==> src/rtl/switch_pkg.sv <==
// Shared definitions for the egress transmit path: CRC-32 constants,
// GMII framing bytes and the framer state encoding.
package switch_pkg;

  localparam logic [31:0] CRC32_POLY_REFL = 32'hEDB88320;
  localparam logic [31:0] CRC32_INIT      = 32'hFFFFFFFF;

  localparam logic [7:0]  GMII_PREAMBLE   = 8'h55;
  localparam logic [7:0]  GMII_SFD        = 8'hD5;

  // Frame length field width inside the pointer word.
  localparam int          LEN_W           = 12;

  // State encodings. FETCH covers the cycle where the pointer pop is on
  // the wire but the FIFO output is not valid yet.
  localparam logic [3:0]  ST_IDLE_ENC     = 4'd0;
  localparam logic [3:0]  ST_FETCH_ENC    = 4'd1;
  localparam logic [3:0]  ST_PTR_ENC      = 4'd2;
  localparam logic [3:0]  ST_PRE_ENC      = 4'd3;
  localparam logic [3:0]  ST_SFD_ENC      = 4'd4;
  localparam logic [3:0]  ST_DATA_ENC     = 4'd5;
  localparam logic [3:0]  ST_PAD_ENC      = 4'd6;
  localparam logic [3:0]  ST_FCS_ENC      = 4'd7;
  localparam logic [3:0]  ST_IFG_ENC      = 4'd8;

  typedef enum logic [3:0] {
    ST_IDLE  = ST_IDLE_ENC,
    ST_FETCH = ST_FETCH_ENC,
    ST_PTR   = ST_PTR_ENC,
    ST_PRE   = ST_PRE_ENC,
    ST_SFD   = ST_SFD_ENC,
    ST_DATA  = ST_DATA_ENC,
    ST_PAD   = ST_PAD_ENC,
    ST_FCS   = ST_FCS_ENC,
    ST_IFG   = ST_IFG_ENC
  } tx_state_e;

endpackage

==> src/rtl/crc32_d8.sv <==
// Combinational Ethernet CRC-32 update for one byte (LSB-first, reflected
// polynomial). The caller owns the CRC register.
module crc32_d8
  import switch_pkg::*;
(
  input  logic [31:0] crc_in,
  input  logic [7:0]  data,
  output logic [31:0] crc_out
);

  // Shift the byte in one bit at a time, least significant bit first.
  always_comb begin
    crc_out = crc_in;
    for (int i = 0; i < 8; i++) begin
      if (crc_out[0] ^ data[i]) begin
        crc_out = (crc_out >> 1) ^ CRC32_POLY_REFL;
      end else begin
        crc_out = crc_out >> 1;
      end
    end
  end

endmodule

==> src/rtl/switch_tx_framer.sv <==
// Per-port egress MAC transmit stage. Pops a frame pointer, streams the
// frame bytes from the data FIFO onto GMII wrapped in preamble/SFD, pads
// short frames, appends the FCS and then holds the inter-frame gap.
//
// Every output is a flop loaded from the *_next values, so the state held
// in a given cycle decides what appears on the pins one cycle later. The
// data FIFO pop therefore runs two cycles ahead of the byte on GMII: the
// first pop goes out with the last preamble byte and the pop for byte i+2
// goes out while byte i is on the wire.
//
// PREAMBLE_LEN must be at least 1.
module switch_tx_framer
  import switch_pkg::*;
#(
  parameter int MIN_LEN      = 60,
  parameter int IFG_LEN      = 12,
  parameter int PREAMBLE_LEN = 7
) (
  input  logic        clk,
  input  logic        rstn,
  output logic        ptr_fifo_rd,
  input  logic [15:0] ptr_fifo_dout,
  input  logic        ptr_fifo_empty,
  output logic        data_fifo_rd,
  input  logic [7:0]  data_fifo_dout,
  output logic [7:0]  gmii_txd,
  output logic        gmii_tx_en,
  output logic        gmii_tx_er,
  output logic        tx_frame_done
);

  localparam logic [LEN_W-1:0] MIN_LEN_C  = LEN_W'(MIN_LEN);
  localparam logic [LEN_W-1:0] MIN_LAST_C = LEN_W'(MIN_LEN - 1);
  localparam logic [LEN_W-1:0] PRE_LAST_C = LEN_W'(PREAMBLE_LEN - 1);
  localparam logic [LEN_W-1:0] IFG_LAST_C = LEN_W'(IFG_LEN - 1);

  tx_state_e        state_reg, state_next;
  logic [LEN_W-1:0] len_reg, len_next;
  logic [LEN_W-1:0] cnt_reg, cnt_next;
  logic [31:0]      crc_reg, crc_next;

  logic             ptr_rd_reg, ptr_rd_next;
  logic             data_rd_reg, data_rd_next;
  logic [7:0]       txd_reg, txd_next;
  logic             tx_en_reg, tx_en_next;
  logic             tx_er_reg;
  logic             done_reg, done_next;

  logic [7:0]       crc_byte;
  logic [31:0]      crc_upd;
  logic [31:0]      fcs_word;
  logic [7:0]       fcs_byte [0:3];

  // The upper pointer bits carry nothing this stage needs.
  logic             ptr_rsvd_unused;
  assign ptr_rsvd_unused = ^ptr_fifo_dout[15:12];

  // Pad bytes are zero; everything else folded into the CRC comes from the FIFO.
  assign crc_byte = (state_reg == ST_PAD) ? 8'h00 : data_fifo_dout;

  crc32_d8 u_crc (
    .crc_in  (crc_reg),
    .data    (crc_byte),
    .crc_out (crc_upd)
  );

  // The FCS is the inverted CRC, sent least significant byte first.
  assign fcs_word = ~crc_reg;
  for (genvar gi = 0; gi < 4; gi++) begin : g_fcs
    assign fcs_byte[gi] = fcs_word[8*gi +: 8];
  end

  // Next-state and next-output decode; defaults leave the line idle.
  always_comb begin
    state_next   = state_reg;
    len_next     = len_reg;
    cnt_next     = cnt_reg;
    crc_next     = crc_reg;
    ptr_rd_next  = 1'b0;
    data_rd_next = 1'b0;
    txd_next     = 8'h00;
    tx_en_next   = 1'b0;
    done_next    = 1'b0;

    case (state_reg)
      ST_IDLE: begin
        if (!ptr_fifo_empty) begin
          ptr_rd_next = 1'b1;
          state_next  = ST_FETCH;
        end
      end

      ST_FETCH: begin
        state_next = ST_PTR;
      end

      ST_PTR: begin
        len_next = ptr_fifo_dout[LEN_W-1:0];
        if (ptr_fifo_dout[LEN_W-1:0] == '0) begin
          // Empty frame: drop the pointer without touching the data FIFO.
          state_next = ST_IDLE;
        end else begin
          tx_en_next = 1'b1;
          txd_next   = GMII_PREAMBLE;
          cnt_next   = LEN_W'(1);
          if (PREAMBLE_LEN <= 1) begin
            data_rd_next = 1'b1;
            state_next   = ST_SFD;
          end else begin
            state_next   = ST_PRE;
          end
        end
      end

      ST_PRE: begin
        tx_en_next = 1'b1;
        txd_next   = GMII_PREAMBLE;
        cnt_next   = cnt_reg + LEN_W'(1);
        if (cnt_reg == PRE_LAST_C) begin
          // Fetch byte 0 so it is on the FIFO output right after the SFD.
          data_rd_next = 1'b1;
          state_next   = ST_SFD;
        end
      end

      ST_SFD: begin
        tx_en_next   = 1'b1;
        txd_next     = GMII_SFD;
        crc_next     = CRC32_INIT;
        cnt_next     = '0;
        data_rd_next = (len_reg > LEN_W'(1));
        state_next   = ST_DATA;
      end

      ST_DATA: begin
        tx_en_next   = 1'b1;
        txd_next     = data_fifo_dout;
        crc_next     = crc_upd;
        cnt_next     = cnt_reg + LEN_W'(1);
        // Keep the pop two bytes ahead; stops once all len bytes are requested.
        data_rd_next = (({1'b0, cnt_reg} + 13'd2) < {1'b0, len_reg});
        if (cnt_reg == len_reg - LEN_W'(1)) begin
          if (len_reg < MIN_LEN_C) begin
            // cnt carries on as the total pre-FCS byte index.
            state_next = ST_PAD;
          end else begin
            cnt_next   = '0;
            state_next = ST_FCS;
          end
        end
      end

      ST_PAD: begin
        tx_en_next = 1'b1;
        txd_next   = 8'h00;
        crc_next   = crc_upd;
        cnt_next   = cnt_reg + LEN_W'(1);
        if (cnt_reg == MIN_LAST_C) begin
          cnt_next   = '0;
          state_next = ST_FCS;
        end
      end

      ST_FCS: begin
        tx_en_next = 1'b1;
        txd_next   = fcs_byte[cnt_reg[1:0]];
        cnt_next   = cnt_reg + LEN_W'(1);
        if (cnt_reg[1:0] == 2'd3) begin
          done_next = 1'b1;
          cnt_next  = '0;
          if (IFG_LEN == 0) begin
            state_next = ST_IDLE;
          end else begin
            state_next = ST_IFG;
          end
        end
      end

      ST_IFG: begin
        cnt_next = cnt_reg + LEN_W'(1);
        if (cnt_reg == IFG_LAST_C) begin
          cnt_next   = '0;
          state_next = ST_IDLE;
        end
      end

      default: begin
        state_next = ST_IDLE;
      end
    endcase
  end

  // State, counters, CRC and registered outputs; reset abandons any frame.
  always_ff @(posedge clk or negedge rstn) begin
    if (!rstn) begin
      state_reg   <= ST_IDLE;
      len_reg     <= '0;
      cnt_reg     <= '0;
      crc_reg     <= '0;
      ptr_rd_reg  <= 1'b0;
      data_rd_reg <= 1'b0;
      txd_reg     <= 8'h00;
      tx_en_reg   <= 1'b0;
      tx_er_reg   <= 1'b0;
      done_reg    <= 1'b0;
    end else begin
      state_reg   <= state_next;
      len_reg     <= len_next;
      cnt_reg     <= cnt_next;
      crc_reg     <= crc_next;
      ptr_rd_reg  <= ptr_rd_next;
      data_rd_reg <= data_rd_next;
      txd_reg     <= txd_next;
      tx_en_reg   <= tx_en_next;
      tx_er_reg   <= 1'b0;
      done_reg    <= done_next;
    end
  end

  assign ptr_fifo_rd   = ptr_rd_reg;
  assign data_fifo_rd  = data_rd_reg;
  assign gmii_txd      = txd_reg;
  assign gmii_tx_en    = tx_en_reg;
  assign gmii_tx_er    = tx_er_reg;
  assign tx_frame_done = done_reg;

endmodule

==> config.mk <==
export PLATFORM = sky130hd
export DESIGN_NAME = switch_tx_framer
export DESIGN_NICKNAME = d
export VERILOG_FILES = /design/src/rtl/switch_pkg.sv /design/src/rtl/crc32_d8.sv /design/src/rtl/switch_tx_framer.sv
export SDC_FILE = /design/constraint.sdc
export NUM_CORES = 1
export LEC_CHECK = 0
export CAP_MARGIN = 20
export CORE_AREA = 4 4 102 104
export CTS_CLUSTER_SIZE = 8
export DETAILED_ROUTE_END_ITERATION = 8
export DIE_AREA = 0 0 106 108
export PLACE_DENSITY = 0.75
export SLEW_MARGIN = 20
export SYNTH_ARGS = -nofsm -noshare
export SYNTH_HDL_FRONTEND = slang
export SYNTH_SLANG_ARGS = --single-unit
==> constraint.sdc <==
create_clock -name clk -period 3 [get_ports clk]
set_input_delay 0.45 -clock clk [delete_from_list [all_inputs] [get_ports clk]]
set_output_delay 0.45 -clock clk [all_outputs]
set_load 0.05 [all_outputs]
## Word-level counts from Yosys, hierarchy flattened

Index checks and enable logic that the tools add are counted.
Widths: inputs -> output; s select.

- Equal/unequal tests: 20
- Multiplexer cells: 39
- Order comparisons: 4
- Reduce and logical (&&, ||, !) cells: 8
- Add/subtract/negate cells: 3
- Bitwise logic cells: 18

Operator list:

| cell | number |
|---|---|
| $mux 32 | 8 |
| $not 13->14 | 8 |
| $pmux 12 s7 | 1 |
| $mux 12 | 6 |
| $pmux 32 s2 | 1 |
| $pmux 8 s5 | 1 |
| $pmux 4 s9 | 1 |
| $not 32->32 | 1 |
| $mux 4 | 6 |
| $mux 8 | 3 |
| $bmux 8 s2 | 1 |
| $eq 4x3->1 const B | 4 |
| $add 12x2->13 const B | 1 |
| $lt 13x12->1 | 1 |
| $add 12x1->12 const B | 1 |
| $eq 12x12->1 | 1 |
| $eq 12x3->1 const B | 1 |
| $eq 12x4->1 const B | 1 |
| $eq 12x6->1 const B | 1 |
| $gt 12x1->1 const B | 1 |
| $logic_not 12->1 | 1 |
| $lt 12x6->1 const B | 1 |
| $ne 2x2->1 const B | 6 |
| $sub 12x1->12 const B | 1 |
| 20 further kinds | 34 |

- Logic and storage cells: 101
- Input port bits: 27
- Flip-flop bits (word level): 72

## Longest topological paths before layout

- Word-level depth: 19
- Depth in mapped cells: 12

## By module

From an unflattened synthesis, not the netlist that was laid out.

- Cell total of the unflattened synthesis: 569
- Area, all modules: 5170.0 um^2

By module, submodules not included:

| module | area each (um^2) | cells an instance | instances |
|---|---|---|---|
| switch_tx_framer | 4400.5 | 499 | 1 |
| crc32_d8 | 769.5 | 70 | 1 |

## Worst setup path after synthesis

Ideal clock, no wire load.

- Kind: register to register
- From: register cnt_reg[0]
- To: register state_reg[0]
- Data required time: 2.875 ns
- Slack: 0.196 ns
- Path buffers: 2
- Stages on the path, launching flop included: 11
- Setup time: 0.125 ns
- Arrival: 2.679 ns
- Cells stage by stage: dfrtp_1 > clkbuf_1 > clkbuf_1 > inv_1 > ha_1 > a2111oi_4 > o2111ai_1 > or3_1 > a21oi_2 > o21ai_2 > mux2_4

- Longest elaborated chain between the ends: 3
- Elaborated cells on any way between the ends: 11
- Those cells by class: eq/ne (10); reduce/logical (1)

RTL lines:

| item | RTL line | text |
|---|---|---|
| start: declaration | switch_tx_framer.sv:39 | `logic [LEN_W-1:0] cnt_reg, cnt_next;` |
| start signal: assignment | switch_tx_framer.sv:209 | `cnt_reg <= cnt_next;` |
| $eq 12x4->1 (tied with other cells) | switch_tx_framer.sv:181 | `if (cnt_reg == IFG_LAST_C) begin` |
| $ne 2x2->1 (no source line) / $ne 2x1->1 (equally long branches) | n/a |  |
| $reduce_and 6->1 (no source line) * | n/a |  |
| end signal: assignment | switch_tx_framer.sv:207 | `state_reg <= state_next;` |
| end: declaration | switch_tx_framer.sv:37 | `tx_state_e state_reg, state_next;` |

Every way passes the cells marked *; elsewhere a longest branch is shown, timed or not.
A chain may end at the register's enable or synchronous reset.

## Worst setup path after layout

- From: register len_reg[1]
- To: register cnt_reg[7]

- Longest elaborated chain between the ends: 4
- Elaborated cells on any way between the ends: 6
- Those cells by class: add/sub (1); order compare (1); eq/ne (1); mux (3)

RTL lines:

| item | RTL line | text |
|---|---|---|
| start: declaration | switch_tx_framer.sv:38 | `logic [LEN_W-1:0] len_reg, len_next;` |
| start signal: assignment | switch_tx_framer.sv:208 | `len_reg <= len_next;` |
| $sub 12x1->12 / $lt 12x6->1 (equally long branches) | switch_tx_framer.sv:142, switch_tx_framer.sv:143 |  |
| $eq 12x12->1 / $mux 12 (equally long branches) | switch_tx_framer.sv:142, switch_tx_framer.sv:143 |  |
| $mux 12 * | switch_tx_framer.sv:142 | `if (cnt_reg == len_reg - LEN_W'(1)) begin` |
| $pmux 12 s7 * | switch_tx_framer.sv:85 | `case (state_reg)` |

Marks and branches as above.

==> flow_metrics.tcl <==
set metrics [dict create \
    status "finished clean" \
    grt_max_degree 73 \
    fin_skew_ns 0.0131 \
    grt_pass1_vias 4082 \
    largest_register_ff_count 32 \
    path_buf_inv 1 \
    fin_crit_ns 2.85 \
    ant_nets 0 \
    detail_route.wl_per_cell_um 16.6 \
    yosysWarnings 0 \
    route.detailed.drc 0 \
    hold_viol_final 0 \
    io_buffers 34 \
    core_area_um2 9550 \
    cts_buffers 9 \
    rsz0062_at_grt "no" \
    syn_area_um2 4950 \
    initial_core_util 0.518 \
    path_depth 10 \
    die_x_um 106 \
    final.setup.worst_slack_ns 0.154 \
    area_delta_synth_final_pct 16.5 \
    clk_root_buffer_cell "clkbuf_8" \
    layout-drive-gt1-share 0.138 \
    ys_seq_area_frac 0.364 \
    syn_nets 589 \
    io_pins 40 \
    cts_tree "yes" \
    synthCells 544 \
    arrival_ns 3.06 \
    wl_mm 12.1 \
    num-fill-cells 798 \
    cp-start-kind "register" \
    first_pass_iters 4 \
    path_max_fanout 8 \
    critical_path_class "reg2reg" \
    synth-adder-area-share 0.0455 \
    hp-class "in2async" \
    nets 633 \
    dp_slack_ns 0.198 \
    place_congestion 0.904 \
    via_count 4112 \
    die_y_um 108 \
    grt_pass1_wl_mm 20.5 \
    post-route-period-util 0.949 \
    synthMuxAreaShare 0.0394 \
    synth_seq_cells 72 \
    setup_viol 0 \
    path_clk_slew_ns 0.08 \
    grt_util_all_layers 0.225 \
    slowest_stage "dfrtp_1" \
    dieArea_um2 11400 \
    synthDistinctLibCells 66 \
    async_flop_share 1.00 \
    antennaDiodeCount 0 \
    htree_num_levels 3 \
    drv_cap 0 \
    synth-main-ff-cell "dfrtp_1" \
    multiInputGateArea_um2 2970 \
    slowest_delay_ns 0.43 \
    drtIter0Drc 260 \
    end_kind "register" \
    slew_headroom 0.385 \
    tightest_slew_ns 0.923 \
    synth-simple-area-share 0.172 \
    postCtsHoldBufs 0 \
    synth_compound_area_frac 0.155 \
    cts.path.max_buffers 2 \
    postLayoutCoreUtil 0.604 \
    critical-path-top-delay-family "simple AND/OR/NAND/NOR gates" \
    drv_slew 0 \
    crit_chain "inv_1 -> ha_1 -> nor3b_2 -> xnor2_1 -> a2111oi_4 -> o2111ai_1 -> nor4b_2 -> o21ai_2 -> nor3_4 -> o21ai_0" \
    clock.fmax_mhz 351 \
    synth_xor_area_frac 0.181 \
    ff_latch_area_um2 1800 \
    rows 36 \
    dp.final_hpwl_mm 8.93 \
    synth_top_family_by_area "XOR/XNOR gates" \
    avgSynthCellArea_um2 9.10 \
    drt-vias-per-instance 5.66 \
    antenna_found_initial 0 \
    clkSinkCount 72 \
    insertion_delay_ns 0.36 \
    synth_edf_count 0 \
    required_ns 3.22 \
    reg2reg_depth 10 \
    grt_overflow 0 \
    setup-tns-final_ns 0 \
]
[layer usage]
layer  global-route usage  wire [um]  vias up
li1                     -          -     1959
met1                0.324       5720     2008
met2                0.345       5410      129
met3               0.0358        730       16
met4               0.0805        199        0
met5                    0          0        -
[path summary, 6_finish.rpt]
path,to,start,slack (ns)
max,cnt_reg[7]$_DFFE_PN0P_,len_reg[1]$_DFFE_PN0N_,0.15
max reg2reg,cnt_reg[7]$_DFFE_PN0P_,len_reg[1]$_DFFE_PN0N_,0.15
min,len_reg[6]$_DFFE_PN0N_,rstn,0.20
max in group asynchronous,cnt_reg[7]$_DFFE_PN0P_,rstn,2.16
min reg2reg,crc_reg[9]$_DFFE_PN0P_,crc_reg[9]$_DFFE_PN0P_,0.58
min in group clk,crc_reg[9]$_DFFE_PN0P_,crc_reg[9]$_DFFE_PN0P_,0.58
[final cells by class]
class | count | share of cell area
multi-input cells | 424 | 0.514
inverters | 19 | 0.0124
flip-flops and latches | 72 | 0.313
clock inverters | 5 | 0.0141
clock buffers | 11 | 0.0228
well taps | 133 | 0.0289
repair buffers | 62 | 0.0951
[what timing repair did]
item                                    in CTS  in global routing
resized for setup                            0                  3
buffers inserted                             0                  0
endpoints found under the setup margin       0                 11
[cell usage in the layout (no fill, tap or decap), types with 4 or more instances in the layout]
cell type | synthesis | layout
a21oi_1 | 43 | 42
buf_4 | 1 | 29
clkbuf_8 | 0 | 9
clkdlybuf4s50_1 | 0 | 33
dfrtp_1 | 72 | 72
ha_1 | 18 | 18
inv_1 | 19 | 19
mux4_2 | 8 | 8
nand2_1 | 58 | 58
nand3_1 | 11 | 11
nand4_1 | 5 | 5
nor2_1 | 57 | 56
nor2b_1 | 5 | 5
nor3_1 | 7 | 6
nor4_1 | 5 | 5
o211ai_1 | 8 | 8
o21a_1 | 4 | 4
o21ai_0 | 32 | 32
o22ai_1 | 6 | 6
xnor2_1 | 55 | 55
xor2_1 | 36 | 36
xor2_2 | 4 | 4
[worst register-to-register path: stages, from the launching register on]
cell and delay, ns:
dfrtp_1 0.43, inv_1 0.15, ha_1 0.27, nor3b_2 0.22
xnor2_1 0.12, a2111oi_4 0.29, o2111ai_1 0.20, nor4b_2 0.31
o21ai_2 0.17, nor3_4 0.38, o21ai_0 0.16
[synth_stat cells, drive strengths merged (2+ instances only)]
cell type | number | area [um^2]
o21ai | 36 | 188
inv | 19 | 71.3
o32ai | 3 | 26.3
xnor2 | 57 | 514
o2111ai | 2 | 17.5
a21oi | 44 | 224
buf | 9 | 63.8
or2b | 2 | 17.5
or3 | 4 | 26.3
and2 | 2 | 12.5
o31ai | 3 | 22.5
nand4 | 5 | 31.3
nand3 | 11 | 55.1
a211oi | 3 | 22.5
nor3b | 3 | 22.5
or2 | 4 | 25.0
nor2 | 57 | 214
clkbuf | 20 | 75.1
nor3 | 9 | 61.3
o31a | 2 | 17.5
or4 | 2 | 18.8
nor2b | 5 | 31.3
o211ai | 9 | 72.6
nand2b | 2 | 12.5
xor2 | 40 | 380
nand2 | 58 | 218
o22ai | 6 | 37.5
dfrtp | 72 | 1800
nor4 | 6 | 52.6
mux4 | 8 | 180
o21a | 4 | 30.0
ha | 18 | 225
nor4b | 2 | 17.5
[per-stage QoR]
step           instance area [um^2]  hold WS (ns)  std cells
2_1_floorplan                  4950         0.154        544
3_3_place_gp                   5540         0.548        710
3_5_place_dp                   5540         0.569        710
4_1_cts                        5750         0.265        726
5_1_grt                        5770         0.311        726
6_report                       5770         0.200        726
[cell families after synthesis]
logic type               count (synthesis)
AND/OR/NAND/NOR                        176
AO/OA/AOI/OAI                          123
XOR/XNOR                                97
flip-flops                              72
buffers and inverters                   48
adder cells (fa/ha/maj)                 18
multiplexers                             9
other                                    1
Power is not shown: default switching activity piles up to over one toggle a cycle in this logic, so the estimate is an artifact.
